--- config.mk ---
export PLATFORM = sky130hd
export DESIGN_NAME = rect_fill_arbiter_flat
export DESIGN_NICKNAME = d
export VERILOG_FILES = /design/src/rtl/rect_fill_arbiter_if.sv /design/src/rtl/rect_fill_arbiter.sv /design/src/flat_wrapper.sv
export SDC_FILE = /design/constraint.sdc
export NUM_CORES = 1
export LEC_CHECK = 0
export CELL_PAD_IN_SITES_DETAIL_PLACEMENT = 2
export CELL_PAD_IN_SITES_GLOBAL_PLACEMENT = 2
export CORE_UTILIZATION = 25
export DETAILED_ROUTE_END_ITERATION = 8
export GPL_TIMING_DRIVEN = 0
export PLACE_DENSITY_LB_ADDON = 0.1
export SLEW_MARGIN = 20
export SYNTH_ARGS = -nofsm -noshare
export SYNTH_HDL_FRONTEND = slang
export SYNTH_SLANG_ARGS = --single-unit
export TNS_END_PERCENT = 30
--- constraint.sdc ---
create_clock -name clk -period 5.05 [get_ports clk]
set_input_delay 1.515 -clock clk [delete_from_list [all_inputs] [get_ports clk]]
set_output_delay 1.515 -clock clk [all_outputs]
set_load 0.05 [all_outputs]
--- src/rtl/rect_fill_arbiter_if.sv ---
// rtl/rect_fill_arbiter_if.sv - requester/frame-writer bundle for the rectangle fill arbiter
// Three requesters share the command lanes; the arbiter side is the slave modport.
interface rect_fill_arbiter_if;
   logic [2:0]  req;
   logic [23:0] rx0;
   logic [20:0] ry0;
   logic [23:0] rw;
   logic [20:0] rh;
   logic [8:0]  rcolor;
   logic [2:0]  ack;
   logic [2:0]  done;
   logic        busy;
   logic [7:0]  x;
   logic [6:0]  y;
   logic        plot;
   logic [2:0]  color;

   modport slave (
      input  req, rx0, ry0, rw, rh, rcolor,
      output ack, done, busy, x, y, plot, color
   );

   modport master (
      output req, rx0, ry0, rw, rh, rcolor,
      input  ack, done, busy, x, y, plot, color
   );
endinterface

--- src/rtl/rect_fill_arbiter.sv ---
// rtl/rect_fill_arbiter.sv - round-robin arbiter that scans one granted rectangle into pixel writes
// Scan counters are one bit wider than the screen so x0+w and y0+h never wrap.
module rect_fill_arbiter #(
   parameter int XMAX = 159,
   parameter int YMAX = 119
) (
   input logic                clk,
   input logic                reset,
   rect_fill_arbiter_if.slave bus
);
   localparam logic [8:0] XLIM = 9'(XMAX);
   localparam logic [7:0] YLIM = 8'(YMAX);

   typedef enum logic [1:0] {S_IDLE, S_FILL, S_DONE} state_t;

   state_t      r_state;
   state_t      w_next;
   logic [1:0]  r_ptr;
   logic [1:0]  r_gnt;
   logic [1:0]  w_gnt;
   logic        w_any;
   logic        w_zero;
   logic        w_last;
   logic [7:0]  w_x0;
   logic [6:0]  w_y0;
   logic [7:0]  w_w;
   logic [6:0]  w_h;
   logic [2:0]  w_col;
   logic [7:0]  r_x0;
   logic [8:0]  r_xend;
   logic [7:0]  r_yend;
   logic [8:0]  r_cx;
   logic [7:0]  r_cy;
   logic [2:0]  r_col;
   logic [2:0]  r_ack;
   logic [2:0]  r_done;
   logic        r_busy;
   logic [7:0]  r_x;
   logic [6:0]  r_y;
   logic        r_plot;
   logic [2:0]  r_color;

   assign w_any  = |bus.req;
   assign w_zero = (w_w == 8'd0) || (w_h == 7'd0);
   assign w_last = (r_cx == r_xend) && (r_cy == r_yend);

   // First set request bit searching upward (mod 3) from the pointer.
   always_comb begin
      w_gnt = 2'd0;
      case (r_ptr)
         2'd1:    w_gnt = bus.req[1] ? 2'd1 : (bus.req[2] ? 2'd2 : 2'd0);
         2'd2:    w_gnt = bus.req[2] ? 2'd2 : (bus.req[0] ? 2'd0 : 2'd1);
         default: w_gnt = bus.req[0] ? 2'd0 : (bus.req[1] ? 2'd1 : 2'd2);
      endcase
   end

   always_comb begin
      w_x0  = bus.rx0[7:0];
      w_y0  = bus.ry0[6:0];
      w_w   = bus.rw[7:0];
      w_h   = bus.rh[6:0];
      w_col = bus.rcolor[2:0];
      case (w_gnt)
         2'd1: begin
            w_x0  = bus.rx0[15:8];
            w_y0  = bus.ry0[13:7];
            w_w   = bus.rw[15:8];
            w_h   = bus.rh[13:7];
            w_col = bus.rcolor[5:3];
         end
         2'd2: begin
            w_x0  = bus.rx0[23:16];
            w_y0  = bus.ry0[20:14];
            w_w   = bus.rw[23:16];
            w_h   = bus.rh[20:14];
            w_col = bus.rcolor[8:6];
         end
         default: ;
      endcase
   end

   always_ff @(posedge clk) begin
      if (reset) r_state <= S_IDLE;
      else       r_state <= w_next;
   end

   always_comb begin
      w_next = r_state;
      case (r_state)
         S_IDLE:  if (w_any) w_next = w_zero ? S_DONE : S_FILL;
         S_FILL:  if (w_last) w_next = S_DONE;
         S_DONE:  w_next = S_IDLE;
         default: w_next = S_IDLE;
      endcase
   end

   always_ff @(posedge clk) begin
      if (reset) begin
         r_ptr   <= 2'd0;
         r_gnt   <= 2'd0;
         r_x0    <= 8'd0;
         r_xend  <= 9'd0;
         r_yend  <= 8'd0;
         r_cx    <= 9'd0;
         r_cy    <= 8'd0;
         r_col   <= 3'd0;
         r_ack   <= 3'd0;
         r_done  <= 3'd0;
         r_busy  <= 1'b0;
         r_x     <= 8'd0;
         r_y     <= 7'd0;
         r_plot  <= 1'b0;
         r_color <= 3'd0;
      end else begin
         r_ack  <= 3'd0;
         r_done <= 3'd0;
         r_plot <= 1'b0;
         case (r_state)
            S_IDLE: begin
               r_busy <= 1'b0;
               if (w_any) begin
                  r_gnt  <= w_gnt;
                  r_ptr  <= (w_gnt == 2'd2) ? 2'd0 : w_gnt + 2'd1;
                  r_ack  <= 3'b001 << w_gnt;
                  r_busy <= 1'b1;
                  r_x0   <= w_x0;
                  r_col  <= w_col;
                  r_cx   <= {1'b0, w_x0};
                  r_cy   <= {1'b0, w_y0};
                  r_xend <= {1'b0, w_x0} + {1'b0, w_w} - 9'd1;
                  r_yend <= {1'b0, w_y0} + {1'b0, w_h} - 8'd1;
               end
            end
            S_FILL: begin
               r_x     <= r_cx[7:0];
               r_y     <= r_cy[6:0];
               r_color <= r_col;
               r_plot  <= (r_cx <= XLIM) && (r_cy <= YLIM);
               if (r_cx == r_xend) begin
                  r_cx <= {1'b0, r_x0};
                  r_cy <= r_cy + 8'd1;
               end else begin
                  r_cx <= r_cx + 9'd1;
               end
            end
            S_DONE: r_done <= 3'b001 << r_gnt;
            default: ;
         endcase
      end
   end

   assign bus.ack   = r_ack;
   assign bus.done  = r_done;
   assign bus.busy  = r_busy;
   assign bus.x     = r_x;
   assign bus.y     = r_y;
   assign bus.plot  = r_plot;
   assign bus.color = r_color;
endmodule
--- src/flat_wrapper.sv ---
// flat-port wrapper written by rule: the top's interface ports become plain ports
module rect_fill_arbiter_flat 
#(
   parameter int XMAX = 159,
   parameter int YMAX = 119
)
  (clk, reset, bus_req, bus_rx0, bus_ry0, bus_rw, bus_rh, bus_rcolor, bus_ack, bus_done, bus_busy, bus_x, bus_y, bus_plot, bus_color);
  rect_fill_arbiter_if bus_i ();
  input logic clk;
  input logic reset;
  input wire logic [$bits(bus_i.req)-1:0] bus_req;
  input wire logic [$bits(bus_i.rx0)-1:0] bus_rx0;
  input wire logic [$bits(bus_i.ry0)-1:0] bus_ry0;
  input wire logic [$bits(bus_i.rw)-1:0] bus_rw;
  input wire logic [$bits(bus_i.rh)-1:0] bus_rh;
  input wire logic [$bits(bus_i.rcolor)-1:0] bus_rcolor;
  output wire logic [$bits(bus_i.ack)-1:0] bus_ack;
  output wire logic [$bits(bus_i.done)-1:0] bus_done;
  output wire logic [$bits(bus_i.busy)-1:0] bus_busy;
  output wire logic [$bits(bus_i.x)-1:0] bus_x;
  output wire logic [$bits(bus_i.y)-1:0] bus_y;
  output wire logic [$bits(bus_i.plot)-1:0] bus_plot;
  output wire logic [$bits(bus_i.color)-1:0] bus_color;
  assign bus_i.req = bus_req;
  assign bus_i.rx0 = bus_rx0;
  assign bus_i.ry0 = bus_ry0;
  assign bus_i.rw = bus_rw;
  assign bus_i.rh = bus_rh;
  assign bus_i.rcolor = bus_rcolor;
  assign bus_ack = bus_i.ack;
  assign bus_done = bus_i.done;
  assign bus_busy = bus_i.busy;
  assign bus_x = bus_i.x;
  assign bus_y = bus_i.y;
  assign bus_plot = bus_i.plot;
  assign bus_color = bus_i.color;
  rect_fill_arbiter #(.XMAX(XMAX), .YMAX(YMAX)) u_core (.clk(clk), .reset(reset), .bus(bus_i));
endmodule
After elaboration in Yosys (flattened, before gate mapping):

Cells that the tools add are included.

* register bits after elaboration: 77
* input bits: 104
* logic and storage cells: 81

* reduce and logical (&&, ||, !) cells: 15
* shift operators: 2
* equal/unequal tests: 11
* bitwise operators: 4
* muxes and demuxes: 24
* $add $sub $neg: 7
* order comparisons: 2

Operators with widths (number)
* $pmux W8 S2: 3
* $pmux W7 S2: 2
* $mux W2: 9
* $mux W9: 2
* $pmux W9 S2: 1
* $mux W8: 2
* $add A8 B8 Y9: 1
* $add A9 B1 Y9 const B: 1
* $eq A9 B9 Y1: 1
* $le A9 B8 Y1 const B: 1
* $sub A9 B1 Y9 const B: 1
* $add A7 B7 Y8: 1
* $add A8 B1 Y8 const B: 1
* $eq A8 B8 Y1: 1
* $le A8 B7 Y1 const B: 1
* $logic_not A8 Y1: 1
* $pmux W2 S2: 2
* $sub A8 B1 Y8 const B: 1
* $logic_not A7 Y1: 1
* $eq A2 B1 Y1 const B: 3
* $eq A2 B2 Y1 const B: 3
* $ne A2 B1 Y1 const B: 3
* $pmux W3 S2: 1
* $reduce_and A2 Y1: 3
* 11 further kinds: 19

Longest topological paths before layout:

* word-level depth: 10
* gate-level depth with buffers: 23
* mapped depth without buffers: 20

Worst setup path after synthesis:

OpenSTA, ideal clock, no wires.

* path type: in2reg
* start point: in bus_req[2]
* end point: reg u_core.r_xend[8]
* required time: 4.925 ns
* library setup time: 0.125 ns
* stages on the path: 19
* arrival: 5.145 ns
* slack: -0.219 ns
* path buffers: 3
* cells stage by stage: nor3b_1 a21oi_1 nor2_1 a31oi_1 inv_1 ha_1 clkbuf_1 clkbuf_1 clkbuf_1 a221o_1 o21ai_1 ha_1 inv_1 ha_1 a21o_1 a211o_1 a2111oi_0 nor3_1 nand3b_1

* elaborated cells between the ends (all ways): 12
* those cells by class: 2 x add/sub; 2 x eq/ne; 6 x mux; 2 x reduce/logical

RTL lines
* start, declared: line flat_wrapper.sv:11 `input wire logic [$bits(bus_i.req)-1:0] bus_req;`
* $mux W2 *: line rect_fill_arbiter.sv:52 `2'd2: w_gnt = bus.req[2] ? 2'd2 : (bus.req[0] ? 2'd0 : 2'd1);`
* $pmux W2 S2 *: line rect_fill_arbiter.sv:50 `case (r_ptr)`
* net u_core.w_gnt[0]: line rect_fill_arbiter.sv:20 `logic [1:0] w_gnt;`
* $eq A2 B2 Y1 or $eq A2 B1 Y1 (tied branches): line rect_fill_arbiter.sv:63 `case (w_gnt)`
* $pmux W8 S2: line rect_fill_arbiter.sv:63
* $add A8 B8 Y9 *: line rect_fill_arbiter.sv:130 `r_xend <= {1'b0, w_x0} + {1'b0, w_w} - 9'd1;`
* $sub A9 B1 Y9 *: line rect_fill_arbiter.sv:130
* end signal, assigned: line rect_fill_arbiter.sv:130
* end, declared: line rect_fill_arbiter.sv:30 `logic [8:0] r_xend;`

Mark *: on every way through the listed nets, which the timed path passes. The rest lies on a longest branch.
A chain may end at the register's enable or synchronous reset.

Worst setup path in the final report:

* start point: in bus_req[1]
* end point: reg u_core.r_xend[8]

* longest elaborated chain between the ends: 7
* elaborated cells between the ends (all ways): 12
* those cells by class: 2 x add/sub; 2 x eq/ne; 6 x mux; 2 x reduce/logical

Ends and longest elaborated chain
* $mux W2 (2 in series): line rect_fill_arbiter.sv:53 `default: w_gnt = bus.req[0] ? 2'd0 : (bus.req[1] ? 2'd1 : 2'd2);`
* $pmux W2 S2: line rect_fill_arbiter.sv:50
* $eq A2 B2 Y1 or $eq A2 B1 Y1 (tied branches): line rect_fill_arbiter.sv:63
* $pmux W8 S2: line rect_fill_arbiter.sv:63
* $add A8 B8 Y9: line rect_fill_arbiter.sv:130
* $sub A9 B1 Y9: line rect_fill_arbiter.sv:130

Several ways; a longest one is shown, not always the timed one.

==> impl_results.md <==
- Status: finished clean
- Main area contributors after synthesis: dfxtp_1 32%, ha_1 9.2%, nand2_1 5.9%
- Cell variety after synth: 61
- Buffers on Ports: 129
- Crit-path cells: dlygate4sd2_1 > or3_1 > o21a_4 > ha_4 > clkbuf_8 > buf_4 > a221o_1 > o21ai_4 > ha_1 > inv_2 > ha_1 > a21o_1 > a211o_1 > a2111oi_4 > o2111ai_2 > nand3b_1
- # diodes: 0
- Area Growth Syn to Fin: 42.97%
- R2R depth: 18
- CP max stage delay: 0.40 ns
- Reg2reg setup slack: 0.83 ns
- DR DRC count: 0
- Die width: 141.6 microns
- Pre-antenna DRT Iters: 5
- EDFF count, synth: 0
- Initial antenna violation count: 0
- Synth async-reset ratio: 0%
- CTS Buffer Depth: 2
- Register bit total from synthesis: 77
- Mapped Avg Cell Area: 8.071 sq um
- Pwr Density: 525.7 nW/um^2
- Hold_ws: 0.4572 ns
- LEAKAGE: 0.002726 uW
- CTS tree: done
- Fin. Hold Viols: 0
- Final Cell Area: 6969 sq um
- Die area: 20,060 sq um
- Total nets after synthesis: 746
- Crit path DAT: 5.17 ns
- GPL Wtd Cong: 0.8049
- FF-to-FF End: u_core.r_xend[8]
- Final setup viols: 0
- Clock transition at path regs: 0.06 ns
- Max Cap Viol: 0
- Worst-margin pin slew: 0.9317 ns
- Top cell by count, worst path: ha_1
- Top cell type by total area after synthesis: dfxtp_1
- Power consumption: 3664 uW
- Die Y-Extent: 141.6 microns
- Antenna viol nets, final: 0
- Syn Inst Count: 604
- Final Skew: 0.006519 ns
- Register area share after synthesis: 31.62%
- Clk_lat worst skew: 0.34 ns
- Total global routing overflow: 0
- Starting DRT DRC Count: 147
- Register area: 1541 sq um
- CP Launch Type: input pin
- Worst Setup End Kind: register
- Min-delay src: u_core.bus.x[0]
- Slowest CP cell: or3_1
- Mapped Area: 4875 sq um
- Largest net degree at the start of global routing: 13
- Final worst path period share: 96.71%
- Fill count: 2,182
- YS warnings: 0
- Critical path class: input pin to register
- First-pass GRT wire length: 30,820 microns
- Most used DFF post-synth: dfxtp_1
- IO Pins: 130
- Fmax: 204.7 MHz
- Via count: 5,024
- Cts hold-fix bufs: 0
- Dpl hpwl: 15,900 microns
- Slew HR: 37.07%
- Instance area after placement: 6495 sq um
- Pre-CTS WS: -1.559 ns
- Initial Util: 25.80%
- Clk Tree Root Cell: clkbuf_16
- Top cell type's share of synthesized area: 31.62%
- Layout cells sized above 1: 7.713%
- Via/cell ratio: 4.964
- Hold Crit Class: register to register
- CP max FO: 10
- Slew Viols, Final: 0
- Number of global-route vias before repair: 5,501
- Tot GR Track Use: 20.20%
- Hold Crit Endpoint: u_core.bus.x[0]
- Hold depth: 2
- Final core occ: 36.89%
- Minimum clock period: 4.884 ns
- Cts bufs inserted: 9
- Nets: 889
- Reg2Reg Launch Point: u_core.r_ptr[0]
- DR WL/cell: 19.37 microns
- Row cnt: 50
- Core Box Area: 18,890 sq um
- Max IR drop VDD: 0.1399 mV
- Setup ws final: 0.1659 ns
- RSZ-0062 raised after global routing: false
- H-tree levels: 3
- # clock sinks: 77
- Post-synth top cells: 77 x dfxtp_1, 77 x nand2_1, 56 x a21oi_1
- Final WL: 19,610 microns
- CP required: 5.33 ns
- Area of the multi-input gates: 3090 sq um
cells by family (layout without fill, tap and decap cells):
group / after synthesis / count (layout) / synth area share [%]
AOI/OAI and AO/OA: 184 / 184 / 25.54
xor gates and xnor gates: 30 / 30 / 5.544
adders and majority gates: 38 / 38 / 10.06
buffers and inverters: 87 / 235 / 6.930
DFF: 77 / 77 / 31.62
muxes: 10 / 10 / 2.079
and+or+nand+nor: 178 / 178 / 18.22
registers in the layout (all words and copies together), names as in the netlist:
name / flops
u_core.r_cx: 9
u_core.r_xend: 9
u_core.bus.x: 8
u_core.r_cy: 8
u_core.r_x0: 8
u_core.r_yend: 8
u_core.bus.y: 7
u_core.bus.ack: 3
u_core.bus.color: 3
u_core.bus.done: 3
u_core.r_col: 3
u_core.r_gnt: 2
u_core.r_ptr: 2
u_core.r_state: 2
u_core.bus.busy: 1
u_core.bus.plot: 1
cell type report:
cell class / instances / area share [%]
plain buffers: 46 / 3.537
clock buffers: 12 / 3.537
clock inverters: 4 / 0.6822
inverters: 40 / 2.154
multi-input cells: 440 / 44.34
flip-flops and latches: 77 / 22.12
well taps: 260 / 4.668
repair buffers: 133 / 18.96
worst max-delay path by stage:
stage                from               end  slack [ns]  depth (start not counted)
2_1_floorplan  bus_req[2]  u_core.r_xend[8]       0.003                         19
3_3_place_gp   bus_req[2]  u_core.r_xend[8]       -1.45                         20
3_5_place_dp   bus_req[2]  u_core.r_xend[8]       -1.56                         20
4_1_cts        bus_req[0]  u_core.r_xend[8]       0.003                         15
5_1_grt        bus_req[1]  u_core.r_xend[7]      0.0003                         18
6_report       bus_req[1]  u_core.r_xend[8]        0.17                         16
metrics by stage:
stage,std cells,TNS (ns)
3_5_place_dp,993,-13.99
5_1_grt,1012,0
6_report,1012,0
2_1_floorplan,604,0
3_3_place_gp,993,-12.11
4_1_cts,1012,0
where the power goes:
group / internal (uW) / switching (uW)
combinational: 905 / 1240
clock: 395 / 261
sequential: 749 / 112
per-layer routing:
| metal | global-route usage (%) | share of wire [%] |
|---|---|---|
| met4 | 5.942 | 1.6 |
| met1 | 25.06 | 45 |
| met3 | 3.611 | 4.7 |
| met2 | 35.49 | 48 |
| met5 | 0 | 0 |
critical path, delay by kind of cell:
kind	cells	cell delay, ns
adder cells (fa/ha/maj)	3	0.68
buffers and inverters	4	0.73
AO/OA/AOI/OAI	7	1.72
AND/OR/NAND/NOR	2	0.52
layout by cell type (no fill, tap or decap), drive strengths merged, types with 4 or more instances in the layout:
cell type      synthesis  layout
clkbuf                37      46
mux2i                  9       9
a21oi                 56      56
o22ai                  5       5
nor2b                  8       8
nand2b                 9       9
xor2                  15      15
dfxtp                 77      77
nand3                 13      13
nor2                  27      27
o211ai                 6       6
a221o                 25      25
or2                    8       8
nor3                   6       6
a31oi                  8       8
xnor2                 15      15
ha                    36      36
clkdlybuf4s50          0     126
inv                   40      40
o21a                   4       4
buf                   10      16
a221oi                12      12
nand2                 77      77
and3                   5       5
a21o                   6       6
nor4                   5       5
a211oi                 7       7
o21ai                 33      33
repair_timing:
| action | in CTS | in global routing |
|---|---|---|
| pin swaps | 5 | 7 |
| setup buffers | 4 | 0 |
| resized for setup | 36 | 16 |
| setup endpoints to repair | 13 | 6 |
Note: power is estimated with default switching activity, not from simulation.
